--- src/rtl/vector_reverse_arbiter_if.sv ---
// rtl/vector_reverse_arbiter_if.sv - requester, result and counter signals of the reversing arbiter
interface vector_reverse_arbiter_if #(
    parameter int WIDTH = 100
);
    logic             req0_valid;
    logic [WIDTH-1:0] req0_data;
    logic             req0_ready;
    logic             req1_valid;
    logic [WIDTH-1:0] req1_data;
    logic             req1_ready;
    logic             out_valid;
    logic [WIDTH-1:0] out_data;
    logic             out_src;
    logic             out_ready;
    logic [15:0]      grant_cnt0;
    logic [15:0]      grant_cnt1;

    modport master (
        output req0_valid, req0_data, req1_valid, req1_data, out_ready,
        input  req0_ready, req1_ready, out_valid, out_data, out_src,
        input  grant_cnt0, grant_cnt1
    );

    modport slave (
        input  req0_valid, req0_data, req1_valid, req1_data, out_ready,
        output req0_ready, req1_ready, out_valid, out_data, out_src,
        output grant_cnt0, grant_cnt1
    );
endinterface

--- src/rtl/vector_reverse_arbiter.sv ---
// rtl/vector_reverse_arbiter.sv - two-requester round-robin arbiter feeding one bit-reversal output register
module vector_reverse_arbiter #(
    parameter int WIDTH = 100
) (
    input  logic                    clk,
    input  logic                    resetn,
    vector_reverse_arbiter_if.slave bus
);
    logic             load_en;
    logic             grant0;
    logic             grant1;
    logic             ptr;
    logic [WIDTH-1:0] sel_data;
    logic [WIDTH-1:0] rev_data;
    logic             out_valid_q;
    logic [WIDTH-1:0] out_data_q;
    logic             out_src_q;
    logic [15:0]      cnt0_q;
    logic [15:0]      cnt1_q;

    // resetn gates load_en so both readys stay low for the whole reset pulse
    always_comb begin
        load_en = resetn && (!out_valid_q || bus.out_ready);
        grant0  = load_en && bus.req0_valid && (!bus.req1_valid || !ptr);
        grant1  = load_en && bus.req1_valid && (!bus.req0_valid || ptr);
    end

    always_comb begin
        sel_data = grant1 ? bus.req1_data : bus.req0_data;
        rev_data = '0;
        for (int i = 0; i < WIDTH; i++) begin
            rev_data[WIDTH-1-i] = sel_data[i];
        end
    end

    always_ff @(posedge clk or negedge resetn) begin
        if (!resetn) begin
            out_valid_q <= 1'b0;
            out_data_q  <= '0;
            out_src_q   <= 1'b0;
            ptr         <= 1'b0;
            cnt0_q      <= 16'h0000;
            cnt1_q      <= 16'h0000;
        end else if (grant0 || grant1) begin
            out_valid_q <= 1'b1;
            out_data_q  <= rev_data;
            out_src_q   <= grant1;
            ptr         <= grant0;
            if (grant0) begin
                cnt0_q <= cnt0_q + 16'h0001;
            end else begin
                cnt1_q <= cnt1_q + 16'h0001;
            end
        end else if (load_en) begin
            out_valid_q <= 1'b0;
        end
    end

    assign bus.req0_ready = grant0;
    assign bus.req1_ready = grant1;
    assign bus.out_valid  = out_valid_q;
    assign bus.out_data   = out_data_q;
    assign bus.out_src    = out_src_q;
    assign bus.grant_cnt0 = cnt0_q;
    assign bus.grant_cnt1 = cnt1_q;
endmodule
--- src/flat_wrapper.sv ---
// flat-port wrapper written by rule: the top's interface ports become plain ports
module vector_reverse_arbiter_flat 
#(
    parameter int WIDTH = 100
)
  (clk, resetn, bus_req0_valid, bus_req0_data, bus_req1_valid, bus_req1_data, bus_out_ready, bus_req0_ready, bus_req1_ready, bus_out_valid, bus_out_data, bus_out_src, bus_grant_cnt0, bus_grant_cnt1);
  vector_reverse_arbiter_if #(.WIDTH(WIDTH)) bus_i ();
  input  logic clk;
  input  logic resetn;
  input wire logic [$bits(bus_i.req0_valid)-1:0] bus_req0_valid;
  input wire logic [$bits(bus_i.req0_data)-1:0] bus_req0_data;
  input wire logic [$bits(bus_i.req1_valid)-1:0] bus_req1_valid;
  input wire logic [$bits(bus_i.req1_data)-1:0] bus_req1_data;
  input wire logic [$bits(bus_i.out_ready)-1:0] bus_out_ready;
  output wire logic [$bits(bus_i.req0_ready)-1:0] bus_req0_ready;
  output wire logic [$bits(bus_i.req1_ready)-1:0] bus_req1_ready;
  output wire logic [$bits(bus_i.out_valid)-1:0] bus_out_valid;
  output wire logic [$bits(bus_i.out_data)-1:0] bus_out_data;
  output wire logic [$bits(bus_i.out_src)-1:0] bus_out_src;
  output wire logic [$bits(bus_i.grant_cnt0)-1:0] bus_grant_cnt0;
  output wire logic [$bits(bus_i.grant_cnt1)-1:0] bus_grant_cnt1;
  assign bus_i.req0_valid = bus_req0_valid;
  assign bus_i.req0_data = bus_req0_data;
  assign bus_i.req1_valid = bus_req1_valid;
  assign bus_i.req1_data = bus_req1_data;
  assign bus_i.out_ready = bus_out_ready;
  assign bus_req0_ready = bus_i.req0_ready;
  assign bus_req1_ready = bus_i.req1_ready;
  assign bus_out_valid = bus_i.out_valid;
  assign bus_out_data = bus_i.out_data;
  assign bus_out_src = bus_i.out_src;
  assign bus_grant_cnt0 = bus_i.grant_cnt0;
  assign bus_grant_cnt1 = bus_i.grant_cnt1;
  vector_reverse_arbiter #(.WIDTH(WIDTH)) u_core (.clk(clk), .resetn(resetn), .bus(bus_i));
endmodule
--- config.mk ---
export PLATFORM = sky130hd
export DESIGN_NAME = vector_reverse_arbiter_flat
export DESIGN_NICKNAME = d
export VERILOG_FILES = /design/src/rtl/vector_reverse_arbiter_if.sv /design/src/rtl/vector_reverse_arbiter.sv /design/src/flat_wrapper.sv
export SDC_FILE = /design/constraint.sdc
export NUM_CORES = 1
export LEC_CHECK = 0
export BUFFER_PORTS_ARGS = -buffer_cell sky130_fd_sc_hd__buf_2
export CORE_AREA = 5 5 128 130
export CTS_BUF_LIST = sky130_fd_sc_hd__clkbuf_16
export DETAILED_ROUTE_END_ITERATION = 12
export DIE_AREA = 0 0 133 135
export PLACE_DENSITY = 0.72
export SLEW_MARGIN = 20
export SYNTH_ARGS = -nofsm -noshare
export SYNTH_HDL_FRONTEND = slang
export SYNTH_SLANG_ARGS = --single-unit
--- constraint.sdc ---
create_clock -name clk -period 2.4 [get_ports clk]
set_clock_uncertainty 0.1 [all_clocks]
set_input_delay 0.12 -clock clk [delete_from_list [all_inputs] [get_ports clk]]
set_output_delay 0.12 -clock clk [all_outputs]
set_load 0.05 [all_outputs]
==> flow_metrics.env <==
export IMPL_status="finished, final reports clean"
export IMPL_grt_usage_pct=25.7
export IMPL_io_pins=341
export IMPL_post_route_period_util_pct=94.7
export IMPL_drt_pass1_iter_count=5
export IMPL_period_minus_slack_ns=2.27
export IMPL_drtAntennaViolNets=0
export IMPL_min_path_type="primary input to flop"
export IMPL_leakagePower_nw=5.28
export IMPL_cellPowerDensity_nw_per_um2=895
export IMPL_layout_drive_gt1_share_pct=34.3
export IMPL_hold_depth=4
export IMPL_crit_required_ns=2.66
export IMPL_p_total_mw=9.29
export IMPL_fin_setup_tns_ns=0
export IMPL_post_route_drc_count=0
export IMPL_critical_path_n_buffers_inverters=2
export IMPL_vias_per_cell=5.17
export IMPL_synth_seq_cells=135
export IMPL_hold_start="bus_out_ready"
export IMPL_r2r_start="u_core.bus.out_valid"
export IMPL_worst_path_max_fanout=28
export IMPL_worst_path_largest_cell_delay_ns=0.60
export IMPL_area_delta_synth_final_pct=80.1
export IMPL_cpMaxStageDelayCell="dlygate4sd3_1"
export IMPL_ys_seq_area_share_pct=58.6
export IMPL_initial_utilization_pct=38.4
export IMPL_synth_edf_count=0
export IMPL_ir_drop_uv=527
export IMPL_cts_root_buffer="clkbuf_16"
export IMPL_reg2reg_depth=6
export IMPL_grt_start_max_net_pins=137
export IMPL_hold_viol=0
export IMPL_insertion_delay_ns=0.41
export IMPL_antenna_found_initial=5
export IMPL_rows=45
export IMPL_hold_end="u_core.ptr"
export IMPL_synth_async_reset_ratio_pct=100
export IMPL_syn_nets=786
export IMPL_htree_num_levels=4
export IMPL_rsz0062_at_grt="false"
export IMPL_grt_pass1_vias=7157
export IMPL_syn_avg_cell_area_um2=9.96
export IMPL_io_buffers=340
export IMPL_slew_headroom_pct=52.6
export IMPL_setup_viol=0
export IMPL_arrival_ns=2.53
export IMPL_clk_pin_slew_ns=0.06
export IMPL_drv_slew=0
export IMPL_die_area_um2=18000
export IMPL_crit_family="buffers and inverters"
export IMPL_rr_endpoint="u_core.bus.out_data[54]"
export IMPL_timing_worst_setup_path_type="flop to flop"
export IMPL_syn_inst=579
export IMPL_cts_tree="done"
export IMPL_dpl_hpwl_um=13100
export IMPL_syn_area_um2=5770
export IMPL_reg2reg_setup_slack_ns=0.13
export IMPL_clockBufferDepth=2
export IMPL_yosysWarnings=0
export IMPL_grt_overflow_total=0
export IMPL_vias=6803
export IMPL_globalplace_congestion=0.810
export IMPL_numCtsBuffers=17
export IMPL_worstPathCellList="nor2b_4 > nor3_4 > buf_6 > a22oi_1 > dlygate4sd3_1 > nand2_1"
export IMPL_wire_per_inst_um=18.6
export IMPL_worst_pin_slew_ns=0.710
export IMPL_dieWidth_um=133
export IMPL_max_freq_mhz=440
export IMPL_die_h_um=135
export IMPL_fp_coreArea_um2=15000
export IMPL_clock_sinks=135
export IMPL_cp_start_kind="flop"
export IMPL_totalWireLength_um=24400
export IMPL_synthDistinctLibCells=32
export IMPL_final_net_count=1321
export IMPL_first_iter_violations=500
export IMPL_fillers=1006
export IMPL_yosys_most_used_dff="dfrtp_1"
export IMPL_cap_violations=0
export IMPL_cp_end_kind="flop"
export IMPL_post_cts_buffers=0
export IMPL_grt_pass1_wl_um=36700
==> how the worst max path moves through the flow <==
stage	from	end	slack, ns	depth (start not counted)
floorplan	u_core.bus.out_valid	u_core.bus.out_data[90]	0.16	5
global placement	u_core.bus.grant_cnt1[0]	u_core.bus.grant_cnt1[14]	0.53	5
detailed placement	u_core.bus.out_valid	u_core.bus.grant_cnt0[15]	0.48	4
CTS	u_core.bus.out_valid	bus_req1_ready	0.12	4
global route	u_core.bus.out_valid	u_core.bus.out_data[37]	0.01	6
finish	u_core.bus.out_valid	u_core.bus.out_data[54]	0.13	6
==> through the flow <==
stage	worst slack [ns]	util [%]	hold slack, ns	cells	instance area [um2]
final	0.128	69.1	0.0755	1317	10400
after global routing	0.00988	69.1	0.0638	1317	10400
after CTS	0.121	68.7	0.0366	1312	10300
after detailed placement	0.478	51.0	-0.185	1076	7670
after global placement	0.533	51.0	-0.185	1076	7670
after floorplan	0.160	-	-0.276	579	5770
==> area by class of cell <==
type	count	area [um2]	area share, %
tap	188	235	2.27
timing repair buffer	553	3900	37.6
clock buffer	17	425	4.10
clock inverter	14	184	1.77
antenna	3	7.51	0.0723
sequential	135	3380	32.5
inverter	3	11.3	0.108
multi-input combinational	404	2240	21.6
==> flip-flops by register name (all words and copies together), names as in the netlist <==
signal / count
u_core.bus.out_data: 100
u_core.bus.grant_cnt0: 16
u_core.bus.grant_cnt1: 16
u_core.bus.out_src: 1
u_core.bus.out_valid: 1
u_core.ptr: 1
==> metal layers <==
metal,track usage (%),up-vias,share of wire (%)
met4,13.7,4,4.5
met1,29.4,3216,36
met5,0,-,0.094
met3,7.90,96,9.2
met2,43.3,428,50
li1,-,3059,-
==> what timing repair did <==
| action | in CTS | in global routing |
|---|---|---|
| endpoints found under the hold margin | 237 | 0 |
| resized for setup | 0 | 6 |
| hold buffers | 205 | 0 |
| endpoints found under the setup margin | 0 | 20 |
==> cell usage in the layout (no fill, tap or decap), drive strengths merged, types with 5 or more instances in the layout <==
| cell | n |
|---|---|
| a22oi | 100 |
| nor3 | 8 |
| dfrtp | 135 |
| clkbuf | 18 |
| nand3 | 8 |
| clkinv | 8 |
| buf | 347 |
| xnor2 | 15 |
| and3 | 5 |
| xor2 | 15 |
| nand4 | 6 |
| nor4 | 5 |
| dlygate4sd3 | 205 |
| nand2 | 219 |
==> power breakdown <==
part,switching (mW),internal (mW)
Combinational,2.54,0.995
Clock,0.979,1.72
Sequential,0.321,2.74
Total,3.84,5.46
==> cell usage after synthesis (5+ instances only) <==
cell	n	area, um2
dfrtp_1	135	3380
nor3_1	8	40.0
nand2_1	218	818
nand3_1	8	40.0
a22oi_1	100	751
clkbuf_1	26	97.6
xnor2_1	15	131
buf_2	7	35.0
and3_1	5	31.3
nand4_1	6	37.5
xor2_1	15	131
==> worst register-to-register path, stage by stage, from the launching register on <==
cell and delay [ns]:
dfrtp_1 0.41, nor2b_4 0.16, nor3_4 0.36, buf_6 0.35
a22oi_1 0.16, dlygate4sd3_1 0.60, nand2_1 0.07
==> cell families after synthesis <==
logic type               after synthesis  synth area share, %
adder cells (fa/ha/maj)                2                0.434
AND/OR/NAND/NOR                      266                 19.7
buffers and inverters                 40                 2.89
multiplexers                           2                0.391
AO/OA/AOI/OAI                        104                 13.5
XOR/XNOR                              30                 4.56
flip-flops                           135                 58.6
(Power assumes the default switching activity.)
